<file path="src/rtl/kyber_pkg.sv">
`default_nettype none
// ============================================================================
// Module      : kyber_pkg
// Description : Shared Kyber types: BRAM port-B widths, arbiter states, read tags.
// Revision    : 1.0
// ============================================================================
package kyber_pkg;

    localparam int ADDR_W = 8;
    localparam int DATA_W = 128;
    localparam int WE_W   = DATA_W / 8;

    typedef enum logic [1:0] {
        ST_IDLE = 2'd0,
        ST_OWN0 = 2'd1,
        ST_OWN1 = 2'd2
    } arb_state_t;

    typedef struct packed {
        logic valid;
        logic id;
    } rd_tag_t;

    function automatic logic [1:0] tag_onehot(input rd_tag_t t);
        return t.valid ? (t.id ? 2'b10 : 2'b01) : 2'b00;
    endfunction

endpackage
`default_nettype wire

</file>
<file path="src/rtl/kyber_bram_arb_if.sv">
`default_nettype none
// ============================================================================
// Module      : kyber_bram_arb_if
// Description : Requester-side bus of the port-B arbiter (two beat channels).
// Revision    : 1.0
// ============================================================================
interface kyber_bram_arb_if #(
    parameter int ADDR_W = kyber_pkg::ADDR_W,
    parameter int DATA_W = kyber_pkg::DATA_W,
    parameter int WE_W   = kyber_pkg::WE_W
);
    logic [1:0]        req_i;
    logic [1:0]        last_i;
    logic [ADDR_W-1:0] addr0_i;
    logic [ADDR_W-1:0] addr1_i;
    logic [WE_W-1:0]   we0_i;
    logic [WE_W-1:0]   we1_i;
    logic [DATA_W-1:0] wrdata0_i;
    logic [DATA_W-1:0] wrdata1_i;
    logic [1:0]        gnt_o;
    logic [1:0]        rvalid_o;
    logic [DATA_W-1:0] rddata_o;

    modport master (
        output req_i, last_i, addr0_i, addr1_i, we0_i, we1_i, wrdata0_i, wrdata1_i,
        input  gnt_o, rvalid_o, rddata_o
    );

    modport slave (
        input  req_i, last_i, addr0_i, addr1_i, we0_i, we1_i, wrdata0_i, wrdata1_i,
        output gnt_o, rvalid_o, rddata_o
    );
endinterface
`default_nettype wire

</file>
<file path="src/rtl/kyber_rd_tag_pipe.sv">
`default_nettype none
// ============================================================================
// Module      : kyber_rd_tag_pipe
// Description : Delays {valid, id} of each accepted beat to the read-data cycle.
// Revision    : 1.0
// ============================================================================
module kyber_rd_tag_pipe #(
    parameter int RD_LAT = 1
) (
    input  wire logic reg_clk,
    input  wire logic reg_rst,
    input  wire logic push_valid_i,
    input  wire logic push_id_i,
    output logic [1:0] rvalid_o
);
    import kyber_pkg::*;

    // Stage 0 lines up with the BRAM command cycle; stage RD_LAT with read data.
    rd_tag_t tag_q [RD_LAT+1];

    always_ff @(posedge reg_clk) begin
        if (reg_rst) begin
            for (int i = 0; i <= RD_LAT; i++) begin
                tag_q[i] <= '0;
            end
        end else begin
            tag_q[0].valid <= push_valid_i;
            tag_q[0].id    <= push_id_i;
            for (int i = 1; i <= RD_LAT; i++) begin
                tag_q[i] <= tag_q[i-1];
            end
        end
    end

    assign rvalid_o = tag_onehot(tag_q[RD_LAT]);

endmodule
`default_nettype wire

</file>
<file path="src/rtl/kyber_bram_arb.sv">
`default_nettype none
// ============================================================================
// Module      : kyber_bram_arb
// Description : Round-robin burst-locking arbiter for the shared 128-bit BRAM port B.
// Revision    : 1.0
// ============================================================================
module kyber_bram_arb #(
    parameter int ADDR_W    = kyber_pkg::ADDR_W,
    parameter int DATA_W    = kyber_pkg::DATA_W,
    parameter int WE_W      = kyber_pkg::WE_W,
    parameter int RD_LAT    = 1,
    parameter int MAX_BURST = 16
) (
    input  wire logic              reg_clk,
    input  wire logic              reg_rst,
    kyber_bram_arb_if.slave        bus,
    output logic [ADDR_W-1:0]      addr_br,
    output logic                   en_br,
    output logic [WE_W-1:0]        we_br,
    output logic [DATA_W-1:0]      wrdata_br,
    input  wire logic [DATA_W-1:0] rddata_br
);
    import kyber_pkg::*;

    arb_state_t        state_q;
    logic              prio_q;
    logic              bubble_q;
    logic [7:0]        cnt_q;
    logic [ADDR_W-1:0] addr_q;
    logic              en_q;
    logic [WE_W-1:0]   we_q;
    logic [DATA_W-1:0] wrdata_q;

    logic [1:0]        gnt;
    logic              win_id;
    logic              acc;
    logic              acc_id;
    logic              acc_last;
    logic              own_id;
    logic              burst_done;
    logic [8:0]        beats_after;
    logic [ADDR_W-1:0] beat_addr;
    logic [WE_W-1:0]   beat_we;
    logic [DATA_W-1:0] beat_data;

    // Grant never looks at last_i; the bubble cycle after an owned burst grants nobody.
    always_comb begin
        win_id = (bus.req_i == 2'b11) ? prio_q : bus.req_i[1];
        gnt    = 2'b00;
        case (state_q)
            ST_IDLE: begin
                if (!bubble_q && (bus.req_i != 2'b00)) begin
                    gnt = win_id ? 2'b10 : 2'b01;
                end
            end
            ST_OWN0: gnt = {1'b0, bus.req_i[0]};
            ST_OWN1: gnt = {bus.req_i[1], 1'b0};
            default: gnt = 2'b00;
        endcase
    end

    assign acc         = |gnt;
    assign acc_id      = gnt[1];
    assign own_id      = (state_q == ST_OWN1);
    assign acc_last    = bus.last_i[acc_id];
    assign beat_addr   = acc_id ? bus.addr1_i   : bus.addr0_i;
    assign beat_we     = acc_id ? bus.we1_i     : bus.we0_i;
    assign beat_data   = acc_id ? bus.wrdata1_i : bus.wrdata0_i;
    // The count restarts with every grant out of IDLE, so that beat is beat number one.
    assign beats_after = (state_q == ST_IDLE) ? 9'd1 : ({1'b0, cnt_q} + 9'd1);
    assign burst_done  = acc_last || (beats_after == 9'(MAX_BURST));

    always_ff @(posedge reg_clk) begin
        if (reg_rst) begin
            state_q  <= ST_IDLE;
            prio_q   <= 1'b0;
            bubble_q <= 1'b0;
            cnt_q    <= '0;
            addr_q   <= '0;
            en_q     <= 1'b0;
            we_q     <= '0;
            wrdata_q <= '0;
        end else begin
            en_q     <= acc;
            we_q     <= acc ? beat_we : '0;
            bubble_q <= 1'b0;
            if (acc) begin
                addr_q   <= beat_addr;
                wrdata_q <= beat_data;
                cnt_q    <= beats_after[7:0];
            end
            case (state_q)
                ST_IDLE: begin
                    if (acc) begin
                        if (burst_done) begin
                            prio_q <= ~acc_id;
                        end else begin
                            state_q <= acc_id ? ST_OWN1 : ST_OWN0;
                        end
                    end
                end
                ST_OWN0, ST_OWN1: begin
                    // No accept while owning means the owner dropped its request.
                    if (!acc || burst_done) begin
                        state_q  <= ST_IDLE;
                        prio_q   <= ~own_id;
                        bubble_q <= 1'b1;
                    end
                end
                default: state_q <= ST_IDLE;
            endcase
        end
    end

    kyber_rd_tag_pipe #(
        .RD_LAT (RD_LAT)
    ) u_tag_pipe (
        .reg_clk      (reg_clk),
        .reg_rst      (reg_rst),
        .push_valid_i (acc && (beat_we == '0)),
        .push_id_i    (acc_id),
        .rvalid_o     (bus.rvalid_o)
    );

    assign bus.gnt_o    = gnt;
    assign bus.rddata_o = rddata_br;
    assign addr_br      = addr_q;
    assign en_br        = en_q;
    assign we_br        = we_q;
    assign wrdata_br    = wrdata_q;

endmodule
`default_nettype wire

</file>
<file path="src/flat_wrapper.sv">
// flat-port wrapper written by rule: the top's interface ports become plain ports
module kyber_bram_arb_flat import kyber_pkg::*;
#(
    parameter int ADDR_W    = kyber_pkg::ADDR_W,
    parameter int DATA_W    = kyber_pkg::DATA_W,
    parameter int WE_W      = kyber_pkg::WE_W,
    parameter int RD_LAT    = 1,
    parameter int MAX_BURST = 16
)
  (reg_clk, reg_rst, addr_br, en_br, we_br, wrdata_br, rddata_br, bus_req_i, bus_last_i, bus_addr0_i, bus_addr1_i, bus_we0_i, bus_we1_i, bus_wrdata0_i, bus_wrdata1_i, bus_gnt_o, bus_rvalid_o, bus_rddata_o);
  kyber_bram_arb_if #(.ADDR_W(ADDR_W), .DATA_W(DATA_W), .WE_W(WE_W)) bus_i ();
  input  wire logic reg_clk;
  input  wire logic reg_rst;
  output logic [ADDR_W-1:0] addr_br;
  output logic en_br;
  output logic [WE_W-1:0] we_br;
  output logic [DATA_W-1:0] wrdata_br;
  input  wire logic [DATA_W-1:0] rddata_br;
  input wire logic [$bits(bus_i.req_i)-1:0] bus_req_i;
  input wire logic [$bits(bus_i.last_i)-1:0] bus_last_i;
  input wire logic [$bits(bus_i.addr0_i)-1:0] bus_addr0_i;
  input wire logic [$bits(bus_i.addr1_i)-1:0] bus_addr1_i;
  input wire logic [$bits(bus_i.we0_i)-1:0] bus_we0_i;
  input wire logic [$bits(bus_i.we1_i)-1:0] bus_we1_i;
  input wire logic [$bits(bus_i.wrdata0_i)-1:0] bus_wrdata0_i;
  input wire logic [$bits(bus_i.wrdata1_i)-1:0] bus_wrdata1_i;
  output wire logic [$bits(bus_i.gnt_o)-1:0] bus_gnt_o;
  output wire logic [$bits(bus_i.rvalid_o)-1:0] bus_rvalid_o;
  output wire logic [$bits(bus_i.rddata_o)-1:0] bus_rddata_o;
  assign bus_i.req_i = bus_req_i;
  assign bus_i.last_i = bus_last_i;
  assign bus_i.addr0_i = bus_addr0_i;
  assign bus_i.addr1_i = bus_addr1_i;
  assign bus_i.we0_i = bus_we0_i;
  assign bus_i.we1_i = bus_we1_i;
  assign bus_i.wrdata0_i = bus_wrdata0_i;
  assign bus_i.wrdata1_i = bus_wrdata1_i;
  assign bus_gnt_o = bus_i.gnt_o;
  assign bus_rvalid_o = bus_i.rvalid_o;
  assign bus_rddata_o = bus_i.rddata_o;
  kyber_bram_arb #(.ADDR_W(ADDR_W), .DATA_W(DATA_W), .WE_W(WE_W), .RD_LAT(RD_LAT), .MAX_BURST(MAX_BURST)) u_core (.reg_clk(reg_clk), .reg_rst(reg_rst), .bus(bus_i), .addr_br(addr_br), .en_br(en_br), .we_br(we_br), .wrdata_br(wrdata_br), .rddata_br(rddata_br));
endmodule
</file>
<file path="config.mk">
export PLATFORM = sky130hd
export DESIGN_NAME = kyber_bram_arb_flat
export DESIGN_NICKNAME = d
export VERILOG_FILES = /design/src/rtl/kyber_pkg.sv /design/src/rtl/kyber_bram_arb_if.sv /design/src/rtl/kyber_rd_tag_pipe.sv /design/src/rtl/kyber_bram_arb.sv /design/src/flat_wrapper.sv
export SDC_FILE = /design/constraint.sdc
export NUM_CORES = 1
export LEC_CHECK = 0
export BUFFER_PORTS_ARGS = -buffer_cell sky130_fd_sc_hd__clkbuf_2
export CAP_MARGIN = 20
export CORE_AREA = 2 2 284 286
export CTS_CLUSTER_DIAMETER = 50
export CTS_CLUSTER_SIZE = 28
export DETAILED_ROUTE_END_ITERATION = 8
export DIE_AREA = 0 0 286 288
export PLACE_DENSITY_LB_ADDON = 0.15
export SKIP_LAST_GASP = 1
export SLEW_MARGIN = 10
export SYNTH_ARGS = -nofsm -noshare
export SYNTH_HDL_FRONTEND = slang
export SYNTH_SLANG_ARGS = --single-unit
</file>
<file path="constraint.sdc">
create_clock -name reg_clk -period 5.4 [get_ports reg_clk]
set_input_delay 1.62 -clock reg_clk [delete_from_list [all_inputs] [get_ports reg_clk]]
set_output_delay 1.62 -clock reg_clk [all_outputs]
set_load 0.01 [all_outputs]
</file>
## Yosys cells after proc, flatten, opt, wreduce, memory -nomap -nowiden

Memories as Yosys holds them, arrays and structs flattened.
Cells that the tools add are included.

- Bits in registers: 165
- Bits in writable memories: 4
- Output and inout port bits: 285
- Memories kept: 1

- Add/subtract/negate cells: 1
- $lt $le $gt $ge: 1
- Equality and inequality tests: 8
- Mux-type cells: 28
- Bitwise operators: 7
- Reduce and logical (&&, ||, !) cells: 16

Memories:

| name | depth | bits a word | rd ports | clocked after memory_dff | wr ports | RTL line | RTL |
|---|---|---|---|---|---|---|---|
| u_core.u_tag_pipe.tag_q | 2 | 2 | 2 | 0 | 2 | kyber_rd_tag_pipe.sv:19 | `rd_tag_t tag_q [RD_LAT+1];` |

Operator list:

| cell | number |
|---|---|
| 128-bit 2-to-1 mux | 1 |
| 2-bit 2-to-1 mux | 9 |
| 16-bit logical NOT | 1 |
| 16-bit 2-to-1 mux | 1 |
| 1-bit 2-to-1 mux | 12 |
| 8-bit by 1-bit adder with 9-bit output (second input constant) | 1 |
| 9-bit by 5-bit == test with 1-bit output (second input constant) | 1 |
| 9-bit 2-to-1 mux | 1 |
| 8-bit 2-to-1 mux | 1 |
| 2-bit OR reduction | 4 |
| 2-bit by 1-bit != test with 1-bit output (second input constant) | 3 |
| 2-bit one-hot mux with 3 select lines | 1 |
| 2-bit == test (second input constant) | 2 |
| 1-bit inverter | 4 |
| 2-bit one-hot mux with 2 select lines | 1 |
| 4-bit AND reduction | 1 |
| 2-bit nonzero test | 2 |
| 1-bit OR | 3 |
| 3-bit AND reduction | 1 |
| 2-bit by 1-bit == test with 1-bit output (second input constant) | 1 |
| 1-bit logical AND | 2 |
| 1-bit logical NOT | 2 |
| 2-bit logical NOT | 1 |
| 1-bit logical OR | 2 |
| 3 further kinds | 3 |

## Longest topological paths before layout

Gate-level depths: netlist (run 1).

- Word-level depth: 11
- Depth in mapped cells: 11
- Mapped depth without buffers: 8

## Cells and area by module

From an unflattened synthesis (run 1), not the netlist that was laid out.

- Cell total of the unflattened synthesis: 957
- Area total of the unflattened synthesis: 7,826.3 um^2

Modules (own cells, without submodules):

| module | instances | cells each | area an instance (um^2) | seq. area each (um^2) |
|---|---|---|---|---|
| kyber_bram_arb | 1 | 947 | 7,704.9 | 3,303.2 |
| kyber_rd_tag_pipe | 1 | 10 | 121.4 | 80.1 |

## Worst setup path after synthesis (run 1)

OpenSTA, ideal clock, no wires.

- Path type: in2out
- Start point: in bus_req_i[0]
- End point: out bus_gnt_o[1]
- Arrival: 2,498 ps
- Data required time: 3,780 ps
- Path slack: 1,282 ps
- Stages: 6
- Path buffers: 2
- Cell sequence: nand2b_1 a21o_2 nand2_2 nor2_4 buf_6 buf_4

- Word-level cells in the longest chain between the ends: 5
- Elaborated cells on any way between the ends: 7

RTL lines:

| item | RTL line | RTL |
|---|---|---|
| from (decl) | flat_wrapper.sv:19 | `input wire logic [$bits(bus_i.req_i)-1:0] bus_req_i;` |
| 2-bit == test | kyber_bram_arb.sv:48 | `win_id = (bus.req_i == 2'b11) ? prio_q : bus.req_i[1];` |
| 1-bit 2-to-1 mux | kyber_bram_arb.sv:48 |  |
| 2-bit 2-to-1 mux | kyber_bram_arb.sv:53 | `gnt = win_id ? 2'b10 : 2'b01;` |
| 2-bit 2-to-1 mux * | kyber_bram_arb.sv:52 | `if (!bubble_q && (bus.req_i != 2'b00)) begin` |
| 2-bit one-hot mux with 3 select lines * | kyber_bram_arb.sv:50 | `case (state_q)` |
| to (decl) | flat_wrapper.sv:27 | `output wire logic [$bits(bus_i.gnt_o)-1:0] bus_gnt_o;` |

Mark *: on every way between the ends. The rest lies on a longest branch, timed or not.

## Final worst setup path (run 1)

Same ends and word-level chain as after synthesis.

==> metrics.md, run 1 <==
| Metric | Value |
|---|---|
| # Post-CTS Setup Buffers | 0 |
| Clock transition at path regs | about 0.08 ns |
| Main synth FF type | dfxtp_1 |
| Residual DRC | 0 |
| GRT Overall Usage | between 8 and 9% |
| Hold Path Class | reg -> reg |
| Die footprint | 82400 um2 |
| GP Congestion | roughly 0.73 |
| Fill count | just over 9000 |
| Core Region | approximately 80000 um2 |
| Post-Synth XOR/XNOR Area | 0.104% |
| Final ANT Viol Nets | 0 |
| DRT iter0 DRCs | around 340 |
| VDD IR max | approximately 0.00021 V |
| Remaining global-route overflow | 0 |
| Commonest cells post-synth | dfxtp_1 (169), o21ai_0 (137), buf_4 (131) |
| Post-synth EDFFs | 0 |
| # setup viols final | 0 |
| TritonCTS buffer count | 17 |
| Tmin final | ~4.2 ns |
| Initial core utilization | around a tenth |
| First-pass iteration count of the detailed router | 4 |
| Post-synthesis simple-gate area fraction | slightly below 6% |
| Worst Setup Path Type | in -> out |
| Clk buf depth | 2 |
| Max Cap Viol | 0 |
| Reg2Reg Depth | 9 |
| Post-synth design cell area | ~8400 um2 |
| Most frequent cell after synthesis | dfxtp_1 |
| Synth area leader | dfxtp_1 |
| Max stage delay cell, worst path | a21o_2 |
| Slew Viols, Final | 0 |
| Critical path depth | 6 |
| CTS tree | yes |
| Die height | roughly 290 um |
| Nets | 1669 |
| # clock sinks | between 150 and 200 |
| Hold_buf cts | 0 |
| Synth warn | 0 |
| Drt wl/cell | about 16 um |
| CP max FO | 23 |
| Final WL | approximately 38000 um |
| Share of the synthesized area in the top cell type | between 40% and 50% |
| #FFs+latches synth | around 170 |
| PwrDens | 430 nW/um2 |
| RSZ-0062 raised after global routing | false |
| Port Buf Inserts | about 470 |
| Largest cells by area after synthesis | dfxtp_1 (40%), buf_4 (12%), o21ai_0 (8.1%) |
| Synth cell types | 49 |
| Area Growth Syn to Fin | 35.8% |
| Clock latency at the later pin of the worst-skew pair | 0.49 ns |
| Post-synthesis compound-gate area fraction | between 30% and 40% |
| Hold Path Cell Cnt | 1 |
| Sum Neg Setup Slack | 0 ns |
| CP Cell Sequence | clkbuf_2, nand2b_1, a21o_2, nand2_8, nor2_4, clkbuf_2 |
| Root Driver | clkbuf_16 |
| Syn Area/Cell | just under 9 um2 |
| Static Leak | between 0.004 and 0.005 uW |
| Biggest cell delay along the critical path | around 0.28 ns |
| Via/cell ratio | between 3 and 4 |
| Register area share after synthesis | 40.1% |
| Largest family of logic cells by synthesized area | compound AO/OA/AOI/OAI gates |
| Hold path startpoint | u_core.u_tag_pipe.tag_q[0][0]$_SDFF_PP0_ |
| Reg2Reg Capture Point | u_core.wrdata_br[41]$_SDFFE_PP0P_ |
| DIE WIDTH | between 200 and 300 um |
| Post-DP HPWL | 27800 um |
| WHS Endpoint | u_core.u_tag_pipe.tag_q[0][2]$_SDFF_PP0_ |
| Syn nets | ~1400 |
| Post_cts resized | 0 |
| Critical path arrival | around 2.6 ns |
| Adder-Cell Fraction of Synth Area | 0.742% |
| CP bufs+invs | 2 |
| Via count | about 8200 |
| Synthesized instance count | roughly 940 |
| Crit-path most repeated cell | clkbuf_2 |
| Initial antenna violation count | 0 |
| H-tree depth | 4 |
| CP delay by family, top | simple AND/OR/NAND/NOR gates |
| Ys async rst share | 0% |
| Layout cells sized above 1 | approximately half |
| Final Non-Filler Cells | about 2300 |
| Io pins | around 720 |
| Ant diodes | 0 |
| Worst rel slew slack | ~31% |
| Final Power | roughly 4900 uW |
| Final Hold Viols | 0 |
| Post-synthesis mux area share | under 10% |
| Vias in the first global route | just over 8000 |
| Crit Reg-Reg Startpoint | u_core.state_q[1]$_SDFFE_PP0P_ |
| Largest net degree at the start of global routing | between 90 and 100 |
| Critical path data required time | roughly 3.8 ns |
| Placed Cells | between 2000 and 2500 |
| CP Launch Type | input port |
| Crit path capture type | output port |
| Rows | between 100 and 150 |
| Fmax | 0.238 GHz |
| Tightest Pin Transition | approximately 1.0 ns |
| Outcome | complete, no violations |
| R2R setup slack | around 2.1 ns |
| Fin crit share | 77.7% |
| Skew final | around 0.021 ns |
| First-pass GRT wire length | between 50000 and 60000 um |
## layout by cell type, fill, tap and decap left out, types with 2 or more instances in the layout
cell       synthesis  routed
nand3_1            2       2
nor4b_1            2       2
buf_12             0       3
nor4_1             8       8
a211oi_2           7       7
nor2_1            36      36
nand4_1            4       4
clkbuf_16          0      17
a21o_1             2       2
inv_1              7       5
o32ai_1            2       2
buf_4            131       8
clkinv_4           0       2
a31oi_1            2       2
mux2i_1           16      16
o22ai_2           40      40
o21ai_1            3       3
o21ai_0          137     137
and2_1             2       2
o22ai_1           96      96
clkinv_8           0       5
nand2_1           10      10
a21oi_1           97      97
nor3_1             3       3
nand3b_1           5       5
inv_6              0       5
inv_8              0       3
and3_1             5       5
clkbuf_2           1     466
ha_1               5       5
a211oi_1           3       3
nor2b_1            4       4
a21oi_2           42      41
mux2_2             2       2
nand2b_1           3       2
dfxtp_1          169     169
## per-layer routing
layer / routed length (um) / track usage, % / share of wire (%)
met3: 2910 / 2.83 / 7.7
met5: 0 / 0 / 0
met1: 14500 / 9.60 / 39
met4: 1920 / 5.76 / 5.1
met2: 18300 / 14.6 / 49
## worst register-to-register path: cells and delay by family, from the launching register on
kind / cells / cell delay (ns)
AOI/OAI and AO/OA: 3 / 0.84
buffers and inverters: 2 / 0.75
and+or+nand+nor: 3 / 0.75
adders and majority gates: 1 / 0.50
DFF: 1 / 0.37
## logic make-up (layout without fill, tap and decap cells)
kind of cell	after synthesis	after routing
AOI/OAI and AO/OA	437	437
xor gates and xnor gates	1	1
adders and majority gates	5	5
buffers and inverters	219	516
DFF	169	169
muxes	18	18
and+or+nand+nor	93	93
## final cells by class
| class | instances | area [um2] | area share, % |
|---|---|---|---|
| Clock buffer | 17 | 425 | 3.72 |
| Clock inverter | 15 | 175 | 1.53 |
| Inverter | 7 | 33.8 | 0.295 |
| Multi-Input combinational cell | 554 | 3650 | 31.9 |
| Sequential cell | 169 | 3380 | 29.6 |
| Tap cell | 1060 | 1330 | 11.6 |
| Timing Repair Buffer | 477 | 2450 | 21.4 |
## sequential cells by signal (all words and copies together), names as in the netlist
signal / count
u_core.cnt_q: 8
u_core.prio_q: 1
u_core.we_br: 16
u_core.state_q: 2
u_core.en_br: 1
u_core.bubble_q: 1
u_core.addr_br: 8
u_core.u_tag_pipe.tag_q: 4
u_core.wrdata_br: 128
## through the flow
step	worst slack (ns)	hold WS, ns	utilization [%]	cell area, um2
after floorplan	1.28	0.414	-	8430
after global placement	1.21	0.442	13.6	10800
after detailed placement	1.20	0.451	13.6	10800
after CTS	1.20	0.463	14.4	11400
after global routing	1.10	0.470	14.4	11400
final	1.20	0.457	14.4	11400
## power breakdown
part	switching [uW]	leakage (uW)	total, uW	internal, uW
clock network	676	0.000289	1300	624
registers	155	0.00141	1720	1570
logic	1170	0.00309	1900	732
## worst max-delay path by stage
stage,from,to,slack (ns)
CTS,bus_req_i[0],bus_gnt_o[1],1.20
detailed placement,bus_req_i[0],bus_gnt_o[1],1.20
finish,bus_req_i[0],bus_gnt_o[1],1.20
floorplan,bus_req_i[0],bus_gnt_o[1],1.28
global placement,bus_req_i[0],bus_gnt_o[1],1.21
global route,u_core.state_q[1]$_SDFFE_PP0P_,bus_gnt_o[1],1.10
No activity file was read; power rests on OpenSTA's default activity.
==> run 2: changes to the inputs <==
--- a/config.mk
+++ b/config.mk
@@ -5,6 +5,7 @@
 export SDC_FILE = /design/constraint.sdc
 export NUM_CORES = 1
 export LEC_CHECK = 0
+export ABC_AREA = 1
 export BUFFER_PORTS_ARGS = -buffer_cell sky130_fd_sc_hd__clkbuf_2
 export CAP_MARGIN = 20
 export CORE_AREA = 2 2 284 286
==> constraint.sdc (replaced) <==
create_clock -name reg_clk -period 3.6 [get_ports reg_clk]
set_input_delay 1.08 -clock reg_clk [delete_from_list [all_inputs] [get_ports reg_clk]]
set_output_delay 1.08 -clock reg_clk [all_outputs]
set_load 0.01 [all_outputs]
==> metrics.md, run 2 <==
| Metric | Value |
|---|---|
| Outcome | complete, no violations |
| Final ANT Viol Nets | 0 (unchanged) |
| DIE WIDTH | 286 um (unchanged) |
| Post-DP HPWL | 31600 um (+14%) |
| Port Buf Inserts | 466 (unchanged) |
| Die height | 288 um (unchanged) |
| Post-synth design cell area | 8980 um2 (+6.5%) |
| Fin area | 12200 um2 (+6.6%) |
| Crit path capture type | output port |
| Synthesized instance count | 1359 (+44%) |
| Post-Place Cell Area | 11600 um2 (+6.8%) |
| #FFs+latches synth | 169 (unchanged) |
| Final Power | 9220 uW (+87%) |
| Clock latency at the later pin of the worst-skew pair | 0.48 ns (about the same) |
| Tmin final | 3.27 ns |
| Clk buf depth | 2 (unchanged) |
| Share of the synthesized area in the top cell type | 37.7% (-2.5 points) |
| Commonest non-fill, non-tap cell in the layout | clkbuf_2 |
| Final Hold Viols | 0 (unchanged) |
| Post-synthesis simple-gate area fraction | 36.4% (+31 points) |
| Synth cell types | 30 (-39%) |
| Syn Area/Cell | 6.61 um2 (-26%) |
| Largest register FFs | 128 (unchanged) |
| Adder-Cell Fraction of Synth Area | 0.697% (-0.045 points) |
| Post-synthesis mux area share | 0.223% (-1.9 points) |
| Clock transition at path regs | 0.08 ns (about the same) |
| Register area share after synthesis | 37.7% (-2.5 points) |
| Post_cts resized | 0 (unchanged) |
| Skew final | 0.0144 ns (-0.00629 ns) |
| Post-Synth XOR/XNOR Area | 0% (-0.10 points) |
| Largest family of logic cells by synthesized area | simple AND/OR/NAND/NOR gates |
| Biggest cell delay along the critical path | 0.41 ns (+0.13 ns) |
| Sum Neg Setup Slack | 0 ns (unchanged) |
| Vias in the first global route | 9353 (+14%) |
| CP delay by family, top | buffers and inverters |
| H-tree depth | 4 (unchanged) |
| # setup viols final | 0 (unchanged) |
| Commonest cells post-synth | nand2_1 (444), nand3_1 (271), dfxtp_1 (169) |
| TritonCTS buffer count | 17 (unchanged) |
| Post-synthesis compound-gate area fraction | 3.23% (-31 points) |
| # Post-CTS Setup Buffers | 0 (unchanged) |
| First-pass iteration count of the detailed router | 5 (+1) |
| Initial antenna violation count | 4 (+4) |
| Residual DRC | 0 (unchanged) |
| Area Growth Syn to Fin | 35.9% (about the same) |
| CP Cell Sequence | inv_1, ha_1, inv_4, nor2_4, nand2_1, nand2_1, nand3_1, inv_4, clkbuf_2 |
| # clock sinks | 169 (unchanged) |
| Synth warn | 0 (unchanged) |
| Slew Viols, Final | 0 (unchanged) |
| Post-synth EDFFs | 0 (unchanged) |
| Via/cell ratio | 3.45 (-2.8%) |
| Max Cap Viol | 0 (unchanged) |
| Final Non-Filler Cells | 2729 (+19%) |
| RSZ-0062 raised after global routing | false |
| Core Region | 79600 um2 (unchanged) |
| Critical path arrival | 2.19 ns (-0.39 ns) |
| Root Driver | clkbuf_16 |
| Largest net degree at the start of global routing | 131 (+35%) |
| Fin crit share | 90.9% |
| Rows | 104 (unchanged) |
| PwrDens | 755 nW/um2 (+76%) |
| Static Leak | 0.00661 uW (+38%) |
| Fmax | 0.306 GHz |
| Layout cells sized above 1 | 31.9% (-17 points) |
| Die footprint | 82400 um2 (unchanged) |
| GRT Overall Usage | 9.81% (+1.0 points) |
| Synth area leader | dfxtp_1 |
| CP Launch Type | register |
| GP Congestion | 0.769 (+5.4%) |
| Nets | 2100 (+26%) |
| VDD IR max | 0.000285 V (+37%) |
| Io pins | 723 (unchanged) |
| Drt wl/cell | 15.3 um (-6.5%) |
| CP bufs+invs | 4 (+2) |
| Worst rel slew slack | 48.6% (+17 points) |
| First-pass GRT wire length | 60100 um (+12%) |
| CP max FO | 9 (-61%) |
| Final WL | 41800 um (+11%) |
| Main synth FF type | dfxtp_1 |
| Most frequent cell after synthesis | nand2_1 |
| Max stage delay cell, worst path | ha_1 |
| Tightest Pin Transition | 0.771 ns (-0.260 ns) |
| Via count | 9414 (+15%) |
| CTS tree | yes |
| Largest cells by area after synthesis | dfxtp_1 (38%), nand2_1 (19%), nand3_1 (15%) |
| Placed Cells | 2698 (+19%) |
| Ys async rst share | 0% (unchanged) |
| Syn nets | 1802 (+30%) |
| Hold Path Class | reg -> reg |
| DRT iter0 DRCs | 304 (-11%) |
| Remaining global-route overflow | 0 (unchanged) |
| Most frequent cells in the layout | clkbuf_2 (466), nand2_1 (443), nand3_1 (271) |
| Initial core utilization | 11.3% (+0.69 points) |
| Hold_buf cts | 0 (unchanged) |
| Critical path data required time | 2.52 ns (-1.26 ns) |
| Worst Setup Path Type | reg -> out |
[run 2: cell count changes in the layout (fill, tap and decap cells not counted), sizes merged, moves of 10 or more]
cell | previous run | this run
a211oi | 10 | 0
a21oi | 139 | 12
a31oi | 2 | 15
buf | 11 | 23
inv | 14 | 158
mux2i | 16 | 2
nand2 | 12 | 446
nand3 | 2 | 272
o21ai | 140 | 19
o22ai | 137 | 0
[run 2: cells by family after synthesis]
kind of cell	after synthesis
AND/OR/NAND/NOR	765
flip-flops	169
adder cells (fa/ha/maj)	5
multiplexers	2
AO/OA/AOI/OAI	51
buffers and inverters	367
[run 2: per-layer routing]
metal  global-route usage (%)  up-vias  routed length [um]
met5                        0        -                  16
met4                     5.37        2                1670
met3                     3.29       97                3240
met2                     15.9      362               19900
met1                     11.4     4256               17000
li1                         -     4697                   -
[run 2: worst min-delay path: stages, from the launching register on]
cell and delay (ns):
dfxtp_1 0.30, inv_1 0.04, nor2_1 0.03
[run 2: where the power goes]
part           switching, uW  internal (uW)  total [uW]
combinational           2750           1500        4250
clock                    913           1180        2090
sequential               365           2520        2880
total                   4030           5190        9220
[run 2: worst paths after layout]
path	from	endpoint	slack [ns]	cells after the start
worst min-delay path	u_core.u_tag_pipe.tag_q[0][0]$_SDFF_PP0_	u_core.u_tag_pipe.tag_q[0][2]$_SDFF_PP0_	0.41	2
worst min register to register	u_core.u_tag_pipe.tag_q[0][0]$_SDFF_PP0_	u_core.u_tag_pipe.tag_q[0][2]$_SDFF_PP0_	0.41	2
worst max register to register	u_core.state_q[0]$_SDFFE_PP0P_	u_core.u_tag_pipe.tag_q[0][1]$_SDFF_PP0_	0.79	14
worst max-delay path	u_core.state_q[0]$_SDFFE_PP0P_	bus_gnt_o[0]	0.33	9
[run 2: per-stage QoR]
stage | hold slack [ns] | util [%] | worst slack (ns)
4_1_cts | 0.417 | 15.3 | 0.216
6_report | 0.410 | 15.3 | 0.329
3_5_place_dp | 0.404 | 14.5 | 0.446
5_1_grt | 0.450 | 15.3 | 0.102
2_1_floorplan | 0.388 | - | 0.545
3_3_place_gp | 0.401 | 14.5 | 0.421
[run 2: cell type report]
class                      count  area, um2
clock buffer                  19        443
tap                         1060       1330
clock inverter                10        170
multi-input combinational    823       3650
sequential                   169       3380
fill                        9330      67400
inverter                     157        604
antenna                        2       5.00
timing repair buffer         489       2620
==> run 3: changes to the inputs <==
--- a/config.mk
+++ b/config.mk
@@ -6,13 +6,13 @@
 export NUM_CORES = 1
 export LEC_CHECK = 0
 export ABC_AREA = 1
-export BUFFER_PORTS_ARGS = -buffer_cell sky130_fd_sc_hd__clkbuf_2
 export CAP_MARGIN = 20
 export CORE_AREA = 2 2 284 286
 export CTS_CLUSTER_DIAMETER = 50
 export CTS_CLUSTER_SIZE = 28
 export DETAILED_ROUTE_END_ITERATION = 8
 export DIE_AREA = 0 0 286 288
+export DONT_BUFFER_PORTS = 1
 export PLACE_DENSITY_LB_ADDON = 0.15
 export SKIP_LAST_GASP = 1
 export SLEW_MARGIN = 10
==> metrics.md, run 3 (synthesis results as in run 2) <==
| Metric | Value |
|---|---|
| Port Buf Inserts | 0 (-100%) |
| Final WL | 38100 um (-9.0%) |
| Outcome | complete, no violations |
| Fmax | 0.313 GHz (+2.4%) |
| DIE WIDTH | 286 um (unchanged) |
| Reg2Reg Capture Point | u_core.wrdata_br[11]$_SDFFE_PP0P_ |
| Critical path data required time | 2.52 ns (about the same) |
| Rows | 104 (unchanged) |
| Skew final | 0.0126 ns (-0.00185 ns) |
| PwrDens | 846 nW/um2 (+12%) |
| Fin area | 9770 um2 (-20%) |
| Via/cell ratio | 3.42 (-0.92%) |
| VDD IR max | 0.000342 V (+20%) |
| Hold Path Class | reg -> reg |
| Io pins | 723 (unchanged) |
| Die footprint | 82400 um2 (unchanged) |
| CP max FO | 42 (+33) |
| Vias in the first global route | 7666 (-18%) |
| Slew Viols, Final | 0 (unchanged) |
| DRT iter0 DRCs | 353 (+16%) |
| Register area | 3380 um2 (unchanged) |
| Met2 Usage GRT | 14.4% (-1.5 points) |
| Residual DRC | 0 (unchanged) |
| Most frequent cells in the layout | nand2_1 (443), nand3_1 (271), dfxtp_1 (169) |
| Via count | 7731 (-18%) |
| Post-DP HPWL | 29300 um (-7.5%) |
| H-tree depth | 4 (unchanged) |
| First-pass GRT wire length | 53100 um (-12%) |
| GR Util met1 | 9.61% (-1.8 points) |
| Clock transition at path regs | 0.08 ns (about the same) |
| GP Congestion | 0.747 (-2.8%) |
| End point of the critical path | bus_gnt_o[1] |
| Largest register FFs | 128 (unchanged) |
| Post-Place Cell Area | 9180 um2 (-21%) |
| Final Hold Viols | 0 (unchanged) |
| CTS tree | yes |
| Sum Neg Setup Slack | 0 ns (unchanged) |
| Worst rel slew slack | 47.7% (-0.93 points) |
| CP startpoint | u_core.state_q[0]$_SDFFE_PP0P_ |
| # Post-CTS Setup Buffers | 0 (unchanged) |
| Crit Reg-Reg Startpoint | u_core.state_q[0]$_SDFFE_PP0P_ |
| Worst Setup Path Type | reg -> out |
| Core Region | 79600 um2 (unchanged) |
| R2R setup slack | 0.91 ns (+0.12 ns) |
| RSZ-0062 raised after global routing | false |
| Clock latency at the later pin of the worst-skew pair | 0.49 ns (about the same) |
| Fin crit share | 88.8% (-2.1 points) |
| GRT Overall Usage | 8.90% (-0.91 points) |
| Hold Slack | 0.416 ns (+0.00594 ns) |
| Reg2Reg Depth | 15 (+1) |
| Commonest non-fill, non-tap cell in the layout | nand2_1 |
| # setup viols final | 0 (unchanged) |
| Nets | 1629 (-22%) |
| Fill count | 9364 (+0.36%) |
| Met3 Use GR | 3.91% (+0.63 points) |
| CP Launch Type | register |
| Initial antenna violation count | 8 (+4) |
| Hold_buf cts | 0 (unchanged) |
| Final Power | 8260 uW (-10%) |
| Max Cap Viol | 0 (unchanged) |
| Multi-input gate area | 3650 um2 (unchanged) |
| Tightest Pin Transition | 0.785 ns (+0.0140 ns) |
| TritonCTS buffer count | 17 (unchanged) |
| Layer with the highest usage | met2 |
| Critical path arrival | 2.12 ns (-0.07 ns) |
| Tmin final | 3.20 ns (-0.0753 ns) |
| Largest net degree at the start of global routing | 76 (-42%) |
| Area Growth Syn to Fin | 8.83% |
| Layout cells sized above 1 | 5.42% (-26 points) |
| Final ANT Viol Nets | 0 (unchanged) |
| Root Driver | clkbuf_16 |
| Post_cts resized | 0 (unchanged) |
| Clk buf depth | 2 (unchanged) |
| Die height | 288 um (unchanged) |
| Remaining global-route overflow | 0 (unchanged) |
| Drt wl/cell | 16.8 um (+9.8%) |
| Static Leak | 0.00457 uW (-31%) |
| Crit path capture type | output port |
| Initial core utilization | 11.3% (unchanged) |
| First-pass iteration count of the detailed router | 6 (+1) |
| # clock sinks | 169 (unchanged) |
[run 3: cell count changes in the layout (fill, tap and decap cells not counted), sizes merged]
cell / before / now
inv: 158 / 161
clkinv: 3 / 10
clkinvlp: 2 / 1
diode: 2 / 3
clkbuf: 485 / 17
buf: 23 / 18
bufinv: 4 / 0
[run 3: routing by layer]
metal | share of wire, % | vias up
li1 | - | 3742
met1 | 38 | 3510
met2 | 48 | 377
met3 | 10 | 100
met4 | 4.4 | 2
met5 | 0.037 | -
[run 3: worst max-delay path, stage by stage (launching register included)]
cell and delay, ns:
dfxtp_1 0.33, inv_1 0.10, ha_1 0.22, inv_4 0.08, nor2_4 0.10, o21ai_2 0.07, nand2_4 0.09, nand3_4 0.09
clkinv_4 0.09, buf_4 0.42
[run 3: worst min-delay path by stage]
stage / cells after the start / from / slack, ns / endpoint
global placement: 2 / u_core.u_tag_pipe.tag_q[0][0]$_SDFF_PP0_ / 0.40 / u_core.u_tag_pipe.tag_q[0][2]$_SDFF_PP0_
floorplan: 2 / u_core.u_tag_pipe.tag_q[0][0]$_SDFF_PP0_ / 0.39 / u_core.u_tag_pipe.tag_q[0][2]$_SDFF_PP0_
detailed placement: 2 / u_core.u_tag_pipe.tag_q[0][0]$_SDFF_PP0_ / 0.41 / u_core.u_tag_pipe.tag_q[0][2]$_SDFF_PP0_
CTS: 2 / u_core.u_tag_pipe.tag_q[0][0]$_SDFF_PP0_ / 0.42 / u_core.u_tag_pipe.tag_q[0][2]$_SDFF_PP0_
finish: 2 / u_core.u_tag_pipe.tag_q[0][0]$_SDFF_PP0_ / 0.42 / u_core.u_tag_pipe.tag_q[0][2]$_SDFF_PP0_
global route: 2 / u_core.u_tag_pipe.tag_q[0][0]$_SDFF_PP0_ / 0.43 / u_core.u_tag_pipe.tag_q[0][2]$_SDFF_PP0_
[run 3: metrics by stage]
step,util (%),cells,setup WS [ns]
floorplan,-,1359,0.545
global placement,11.5,2227,0.471
detailed placement,11.5,2227,0.458
CTS,12.3,2259,0.289
global route,12.3,2260,0.238
finish,12.3,2262,0.404
[run 3: power by group]
part	switching (uW)	internal, uW	leakage (uW)
combinational	2030	940	0.00290
sequential	844	2520	0.00139
clock	1000	925	0.000285
total	3880	4380	0.00457
[run 3: cell type report]
cell class,instances,area share (%)
Clock inverter,15,1.68
Timing Repair Buffer,18,2.15
Multi-Input combinational cell,823,37.4
Clock buffer,17,4.35
Antenna cell,3,0.0768
Tap cell,1060,13.6
Sequential cell,169,34.6
Inverter,157,6.18
